**src/rtl/micro_ondas_ctrl.sv**
```systemverilog
// Microwave-oven controller.
// Holds a BCD seconds countdown, duty-cycles the heater over a CICLO_POT-second
// window, pauses while the door is open, and beeps for SOM_SEG seconds at the end.
//
// Ports:
//   clk      system clock, rising edge
//   rst      synchronous active-high reset
//   t        BCD cooking time, digit 0 (units) in t[3:0]
//   conf     start/resume/acknowledge key (level; rising edge detected here)
//   cancela  cancel key (level)
//   r        power level 0..15 (heater on r seconds per window)
//   porta    door open = 1
//   leds     seven-segment outputs, digit i in leds[7i+6:7i], bit0 = seg a
//   luz      cavity lamp
//   motor    turntable motor
//   aquec    heater enable
//   som      buzzer
//   estado   current state code
module micro_ondas_ctrl #(
  parameter int unsigned DIGITOS   = 4,
  parameter int unsigned TICKS_SEG = 1000,
  parameter int unsigned CICLO_POT = 10,
  parameter int unsigned SOM_SEG   = 3
) (
  input  logic                 clk,
  input  logic                 rst,
  input  logic [4*DIGITOS-1:0] t,
  input  logic                 conf,
  input  logic                 cancela,
  input  logic [3:0]           r,
  input  logic                 porta,
  output logic [7*DIGITOS-1:0] leds,
  output logic                 luz,
  output logic                 motor,
  output logic                 aquec,
  output logic                 som,
  output logic [1:0]           estado
);

  localparam int unsigned PreW  = (TICKS_SEG > 1) ? $clog2(TICKS_SEG) : 1;
  localparam int unsigned PosW  = (CICLO_POT > 1) ? $clog2(CICLO_POT) : 1;
  localparam int unsigned BeepW = (SOM_SEG > 0) ? $clog2(SOM_SEG + 1) : 1;
  localparam int unsigned CntW  = 4 * DIGITOS;
  localparam int unsigned LedW  = 7 * DIGITOS;

  localparam logic [1:0] OCIOSO    = 2'b00;
  localparam logic [1:0] AQUECENDO = 2'b01;
  localparam logic [1:0] PAUSA     = 2'b10;
  localparam logic [1:0] FIM       = 2'b11;

  // Seven-segment pattern for one BCD digit; non-decimal codes are blanked.
  function automatic logic [6:0] seg7(input logic [3:0] d);
    logic [6:0] s;
    case (d)
      4'd0:    s = 7'h3F;
      4'd1:    s = 7'h06;
      4'd2:    s = 7'h5B;
      4'd3:    s = 7'h4F;
      4'd4:    s = 7'h66;
      4'd5:    s = 7'h6D;
      4'd6:    s = 7'h7D;
      4'd7:    s = 7'h07;
      4'd8:    s = 7'h7F;
      4'd9:    s = 7'h6F;
      default: s = 7'h00;
    endcase
    return s;
  endfunction

  function automatic logic [LedW-1:0] disp(input logic [CntW-1:0] v);
    logic [LedW-1:0] o;
    o = '0;
    for (int i = 0; i < int'(DIGITOS); i++) begin
      o[7*i +: 7] = seg7(v[4*i +: 4]);
    end
    return o;
  endfunction

  // Every digit decimal and the total non-zero.
  function automatic logic bcd_valid(input logic [CntW-1:0] v);
    logic ok;
    ok = (v != '0);
    for (int i = 0; i < int'(DIGITOS); i++) begin
      if (v[4*i +: 4] > 4'd9) ok = 1'b0;
    end
    return ok;
  endfunction

  // Decrement by one second; a zero digit wraps to 9 and borrows from the next.
  function automatic logic [CntW-1:0] bcd_dec(input logic [CntW-1:0] v);
    logic [CntW-1:0] o;
    logic            borrow;
    o      = v;
    borrow = 1'b1;
    for (int i = 0; i < int'(DIGITOS); i++) begin
      if (borrow) begin
        if (v[4*i +: 4] == 4'd0) begin
          o[4*i +: 4] = 4'd9;
        end else begin
          o[4*i +: 4] = v[4*i +: 4] - 4'd1;
          borrow      = 1'b0;
        end
      end
    end
    return o;
  endfunction

  logic [1:0]       state_q, state_d;
  logic [CntW-1:0]  cnt_q, cnt_d;
  logic [PreW-1:0]  pre_q, pre_d;
  logic [PosW-1:0]  pos_q, pos_d;
  logic [BeepW-1:0] beep_q, beep_d;
  logic             conf_q;
  logic             porta_q;

  logic [LedW-1:0]  leds_q, leds_d;
  logic             luz_q, luz_d;
  logic             motor_q, motor_d;
  logic             aquec_q, aquec_d;
  logic             som_q, som_d;
  logic [1:0]       estado_q;

  logic             conf_ed;
  logic             porta_re;
  logic             t_valida;
  logic             counting;
  logic             tick;
  logic [CntW-1:0]  cnt_dec;
  logic [BeepW-1:0] beep_inc;

  assign conf_ed  = conf & ~conf_q;
  assign porta_re = porta & ~porta_q;
  assign t_valida = bcd_valid(t);
  assign counting = (state_q == AQUECENDO) || (state_q == FIM);
  assign tick     = counting && (pre_q == PreW'(TICKS_SEG - 1));
  assign cnt_dec  = bcd_dec(cnt_q);
  assign beep_inc = beep_q + BeepW'(1);

  // Next-state logic.
  always_comb begin
    state_d = state_q;
    cnt_d   = cnt_q;
    pos_d   = pos_q;
    beep_d  = beep_q;
    pre_d   = pre_q;

    // The prescaler runs in every AQUECENDO/FIM cycle, including one that leaves the state.
    if (counting) begin
      pre_d = tick ? '0 : pre_q + PreW'(1);
    end

    case (state_q)
      OCIOSO: begin
        if (conf_ed && !porta && t_valida) begin
          state_d = AQUECENDO;
          cnt_d   = t;
          pos_d   = '0;
          pre_d   = '0;
        end
      end
      AQUECENDO: begin
        if (cancela) begin
          state_d = OCIOSO;
        end else if (porta) begin
          // Door beats a simultaneous tick: no decrement this cycle.
          state_d = PAUSA;
        end else if (tick) begin
          cnt_d = cnt_dec;
          pos_d = (pos_q == PosW'(CICLO_POT - 1)) ? '0 : pos_q + PosW'(1);
          if (cnt_dec == '0) begin
            state_d = FIM;
            beep_d  = '0;
          end
        end
      end
      PAUSA: begin
        if (cancela) begin
          state_d = OCIOSO;
        end else if (conf_ed && !porta) begin
          state_d = AQUECENDO;
        end
      end
      FIM: begin
        if (conf_ed || cancela || porta_re) begin
          state_d = OCIOSO;
        end else if (tick) begin
          beep_d = beep_inc;
          if (beep_inc == BeepW'(SOM_SEG)) begin
            state_d = OCIOSO;
          end
        end
      end
      default: state_d = OCIOSO;
    endcase
  end

  // Output decode from the current state; registered below, so outputs lag by one cycle.
  always_comb begin
    leds_d  = '0;
    luz_d   = 1'b0;
    motor_d = 1'b0;
    aquec_d = 1'b0;
    som_d   = 1'b0;
    case (state_q)
      OCIOSO: begin
        luz_d  = porta;
        leds_d = disp(t);
      end
      AQUECENDO: begin
        luz_d   = 1'b1;
        motor_d = 1'b1;
        aquec_d = 32'(pos_q) < 32'(r);
        leds_d  = disp(cnt_q);
      end
      PAUSA: begin
        luz_d  = 1'b1;
        leds_d = disp(cnt_q);
      end
      FIM: begin
        som_d  = 1'b1;
        leds_d = disp('0);
      end
      default: leds_d = '0;
    endcase
  end

  always_ff @(posedge clk) begin
    if (rst) begin
      state_q  <= OCIOSO;
      cnt_q    <= '0;
      pre_q    <= '0;
      pos_q    <= '0;
      beep_q   <= '0;
      conf_q   <= 1'b0;
      porta_q  <= 1'b0;
      leds_q   <= '0;
      luz_q    <= 1'b0;
      motor_q  <= 1'b0;
      aquec_q  <= 1'b0;
      som_q    <= 1'b0;
      estado_q <= OCIOSO;
    end else begin
      state_q  <= state_d;
      cnt_q    <= cnt_d;
      pre_q    <= pre_d;
      pos_q    <= pos_d;
      beep_q   <= beep_d;
      conf_q   <= conf;
      porta_q  <= porta;
      leds_q   <= leds_d;
      luz_q    <= luz_d;
      motor_q  <= motor_d;
      aquec_q  <= aquec_d;
      som_q    <= som_d;
      estado_q <= state_q;
    end
  end

  assign leds   = leds_q;
  assign luz    = luz_q;
  assign motor  = motor_q;
  assign aquec  = aquec_q;
  assign som    = som_q;
  assign estado = estado_q;

endmodule

```
**config.mk**
```make
export PLATFORM = sky130hd
export DESIGN_NAME = micro_ondas_ctrl
export DESIGN_NICKNAME = d
export VERILOG_FILES = /design/src/rtl/micro_ondas_ctrl.sv
export SDC_FILE = /design/constraint.sdc
export NUM_CORES = 1
export LEC_CHECK = 0
export CORE_UTILIZATION = 45
export DETAILED_ROUTE_END_ITERATION = 12
export GPL_ROUTABILITY_DRIVEN = 0
export PLACE_DENSITY = 0.66
export REMOVE_ABC_BUFFERS = 1
export SLEW_MARGIN = 20
export SYNTH_ARGS = -nofsm -noshare
export SYNTH_HDL_FRONTEND = slang
export SYNTH_SLANG_ARGS = --single-unit
```
**constraint.sdc**
```tcl
create_clock -name clk -period 5.25 [get_ports clk]
set_clock_uncertainty 0.05 [all_clocks]
set_input_delay 1.3125 -clock clk [delete_from_list [all_inputs] [get_ports clk]]
set_output_delay 1.3125 -clock clk [all_outputs]
set_load 0.005 [all_outputs]
```
==> metrics.cfg <==
[floorplan]
dieWidth_um = 115
num_rows = 40
initial_core_util = 0.471
die_h_um = 115
dieArea_um2 = 13200
core_region_area_um2 = 12200
ios = 59

[grt]
grt_max_degree = 36
grt_pass1_wl_um = 24300
grt_pass1_vias = 5001
track_usage = 0.235
grt_overflow = 0
grt_antenna_before_repair = 0

[worst_setup_path]
start_kind = input pin
cp_data_arrival_time_ps = 4940
worstPathRequired_ps = 5500
worstSetupPathType = input pin to flip-flop
crit_family = buffers and inverters
critPathMaxFanout = 7
worstPathCellList = clkdlybuf4s50_1, inv_1, ha_1, o21bai_1, a222oi_1, buf_4, and3_1, mux2_2, a221oi_1, nor2_1, inv_1, ha_1, nor3b_1, a211o_1
cp_slowest_cell = clkdlybuf4s50_1
crit_path_end_kind = flip-flop
critPathBufInv = 4
critPathMaxStageDelay_ps = 550

[synthesis]
synthDistinctLibCells = 68
synth-simple-area-share = 0.202
yosysSeqAreaShare = 0.341
synthXorXnorAreaFrac = 0.0259
syn_area_um2 = 5750
synthMuxAreaShare = 0.0250
postSynthCellCount = 685
synthAdderAreaFrac = 0.126
synth_seq_cells = 98
synth_edf_count = 0
async_flop_share = 0
synth_top_flop_cell = dfxtp_1
synth_top_family_by_area = compound AO/OA/AOI/OAI gates
synth_warnings = 0
syn_area_per_cell_um2 = 8.39
synth-compound-area-share = 0.222

[flow_run]
cap_violations = 0

[placement]
place.port_buffers = 58
dpl.cell_count = 893
dp_hpwl_um = 10800
dp_slack_ps = 225

[clocking]
holdBufCountCts = 0
htree_levels = 3
cts.clk_slew.worst_paths_ps = 60
cts_tree = built
numCtsBuffers = 9
cts_resized = 0
clkSinkCount = 98
cts_setup_buffers = 0
insertion_delay_ps = 350
clockBufferDepth = 2
cts-root-buf = clkbuf_16

[power_and_ir_drop]
p_leak_uw = 0.00271
ir_drop_v = 0.000331
clkPwrFrac = 0.148
power.internal_uw = 2300
switchingPower_uw = 1840
seqPwrFrac = 0.273
fin_total_pwr_uw = 4140
p_comb_frac = 0.580
p_sw_frac = 0.444
power.density_nw_per_um2 = 610

[detailed_routing]
drtIter0Drc = 453
wirelength_um = 14700
wl_met3_um = 838
met2_length_um = 7040
drc = 0
wl_per_cell_um = 16.2
final_antenna_net_count = 0
wl_met1_um = 6480
vias = 5192
vias_per_cell = 5.71
dr.pass1.iters = 6
top_layer = met4

[sta]
finalSetupTns_ps = 0
rsz0062_at_grt = false
slew_viol_final = 0
worst_pin_slew_ps = 798
fin_ws_ps = 553
finalSetupViolCount = 0
finalCriticalPeriod_ps = 4700
max_slew_margin = 0.454
max_freq_mhz = 213
period_share = 0.895
finalHoldViolCount = 0

[finish]
fin_util = 0.555
final_common_cell = dfxtp_1
fill_cells = 1147
layout-drive-gt1-share = 0.0850
final_cell_mix = dfxtp_1 (98), a21oi_1 (69), nor2_1 (65)
instances_no_fill = 909
n_antenna_cell = 0
syn2layout_area_growth_pct = 18.0
nets = 819

[min_path]
min_path_type = flip-flop to flip-flop

[run_status]
status = complete, no violations

==> logic make-up after synthesis <==
group                      count (synthesis)
muxes                                     13
adders and majority gates                 58
xor gates and xnor gates                  17
buffers and inverters                     81
and+or+nand+nor                          222
AOI/OAI and AO/OA                        196
DFF                                       98
==> worst paths after layout <==
check	cells after the start	from	to	slack [ps]
setup / recovery	14	t[1]	flip-flop	550
hold / removal	2	beep_q[0]	beep_q[0]	400
setup reg to reg	14	state_q[1]	flip-flop	1360
hold reg to reg	2	beep_q[0]	beep_q[0]	400
==> synthesized netlist by cell type (4+ instances only) <==
master | n | area [µm²]
clkbuf_1 | 28 | 105
a31oi_1 | 12 | 75.1
xor2_1 | 10 | 87.6
xnor2_1 | 7 | 61.3
o21ai_0 | 24 | 120
mux2_2 | 8 | 90.1
o211ai_1 | 5 | 37.5
nand3b_1 | 7 | 52.6
nor4b_1 | 4 | 35.0
nand4_1 | 6 | 37.5
nor3_1 | 32 | 160
and2_1 | 6 | 37.5
nand2b_1 | 7 | 43.8
nor2_1 | 65 | 244
nand2_1 | 41 | 154
o21a_1 | 6 | 45.0
a221oi_1 | 5 | 43.8
or2_2 | 5 | 31.3
o22ai_1 | 9 | 56.3
a211oi_1 | 12 | 90.1
nand3_1 | 13 | 65.1
o21bai_1 | 8 | 60.1
nor2b_1 | 6 | 37.5
or4_1 | 5 | 37.5
ha_1 | 58 | 726
mux2i_1 | 4 | 40.0
inv_1 | 45 | 169
a21oi_1 | 69 | 345
a311oi_1 | 7 | 61.3
nor4_1 | 6 | 37.5
dfxtp_1 | 98 | 1960
o31ai_1 | 6 | 45.0
==> final cells by class <==
| cell class | count | area, µm² | area share |
|---|---|---|---|
| well taps | 168 | 210 | 0.0310 |
| repair buffers | 76 | 711 | 0.105 |
| clock inverters | 5 | 30.0 | 0.00443 |
| clock buffers | 11 | 243 | 0.0358 |
| multi-input cells | 506 | 3460 | 0.510 |
| inverters | 45 | 169 | 0.0249 |
| flip-flops and latches | 98 | 1960 | 0.289 |
==> through the flow <==
step / area [µm²] / hold WS (ps)
6_report: 6780 / 402
5_1_grt: 6780 / 428
4_1_cts: 6780 / 409
3_5_place_dp: 6510 / 400
3_3_place_gp: 6510 / 392
2_1_floorplan: 5590 / 376
==> worst reg2reg max path, delay by kind of cell, from the launching register on <==
| kind | cells | cell delay [ps] |
|---|---|---|
| adder cells (fa/ha/maj) | 2 | 360 |
| AO/OA/AOI/OAI | 2 | 370 |
| multiplexers | 1 | 270 |
| AND/OR/NAND/NOR | 5 | 1720 |
| buffers and inverters | 4 | 720 |
| flip-flops | 1 | 350 |
==> layer usage <==
layer / GRT usage / up-vias
met3: 0.0522 / 31
met2: 0.395 / 166
met1: 0.292 / 2429
li1: - / 2566
met4: 0.0918 / 0
met5: 0 / -
==> power by group through the flow <==
stage / registers (µW) / clock network [µW] / logic [µW]
2_1_floorplan: 1130 / 0 / 1520
3_3_place_gp: 1140 / 0 / 2310
3_5_place_dp: 1140 / 0 / 2350
4_1_cts: 1130 / 623 / 2380
5_1_grt: 1150 / 655 / 2630
6_report: 1130 / 612 / 2400
Note: power is estimated with default switching activity, not from simulation.
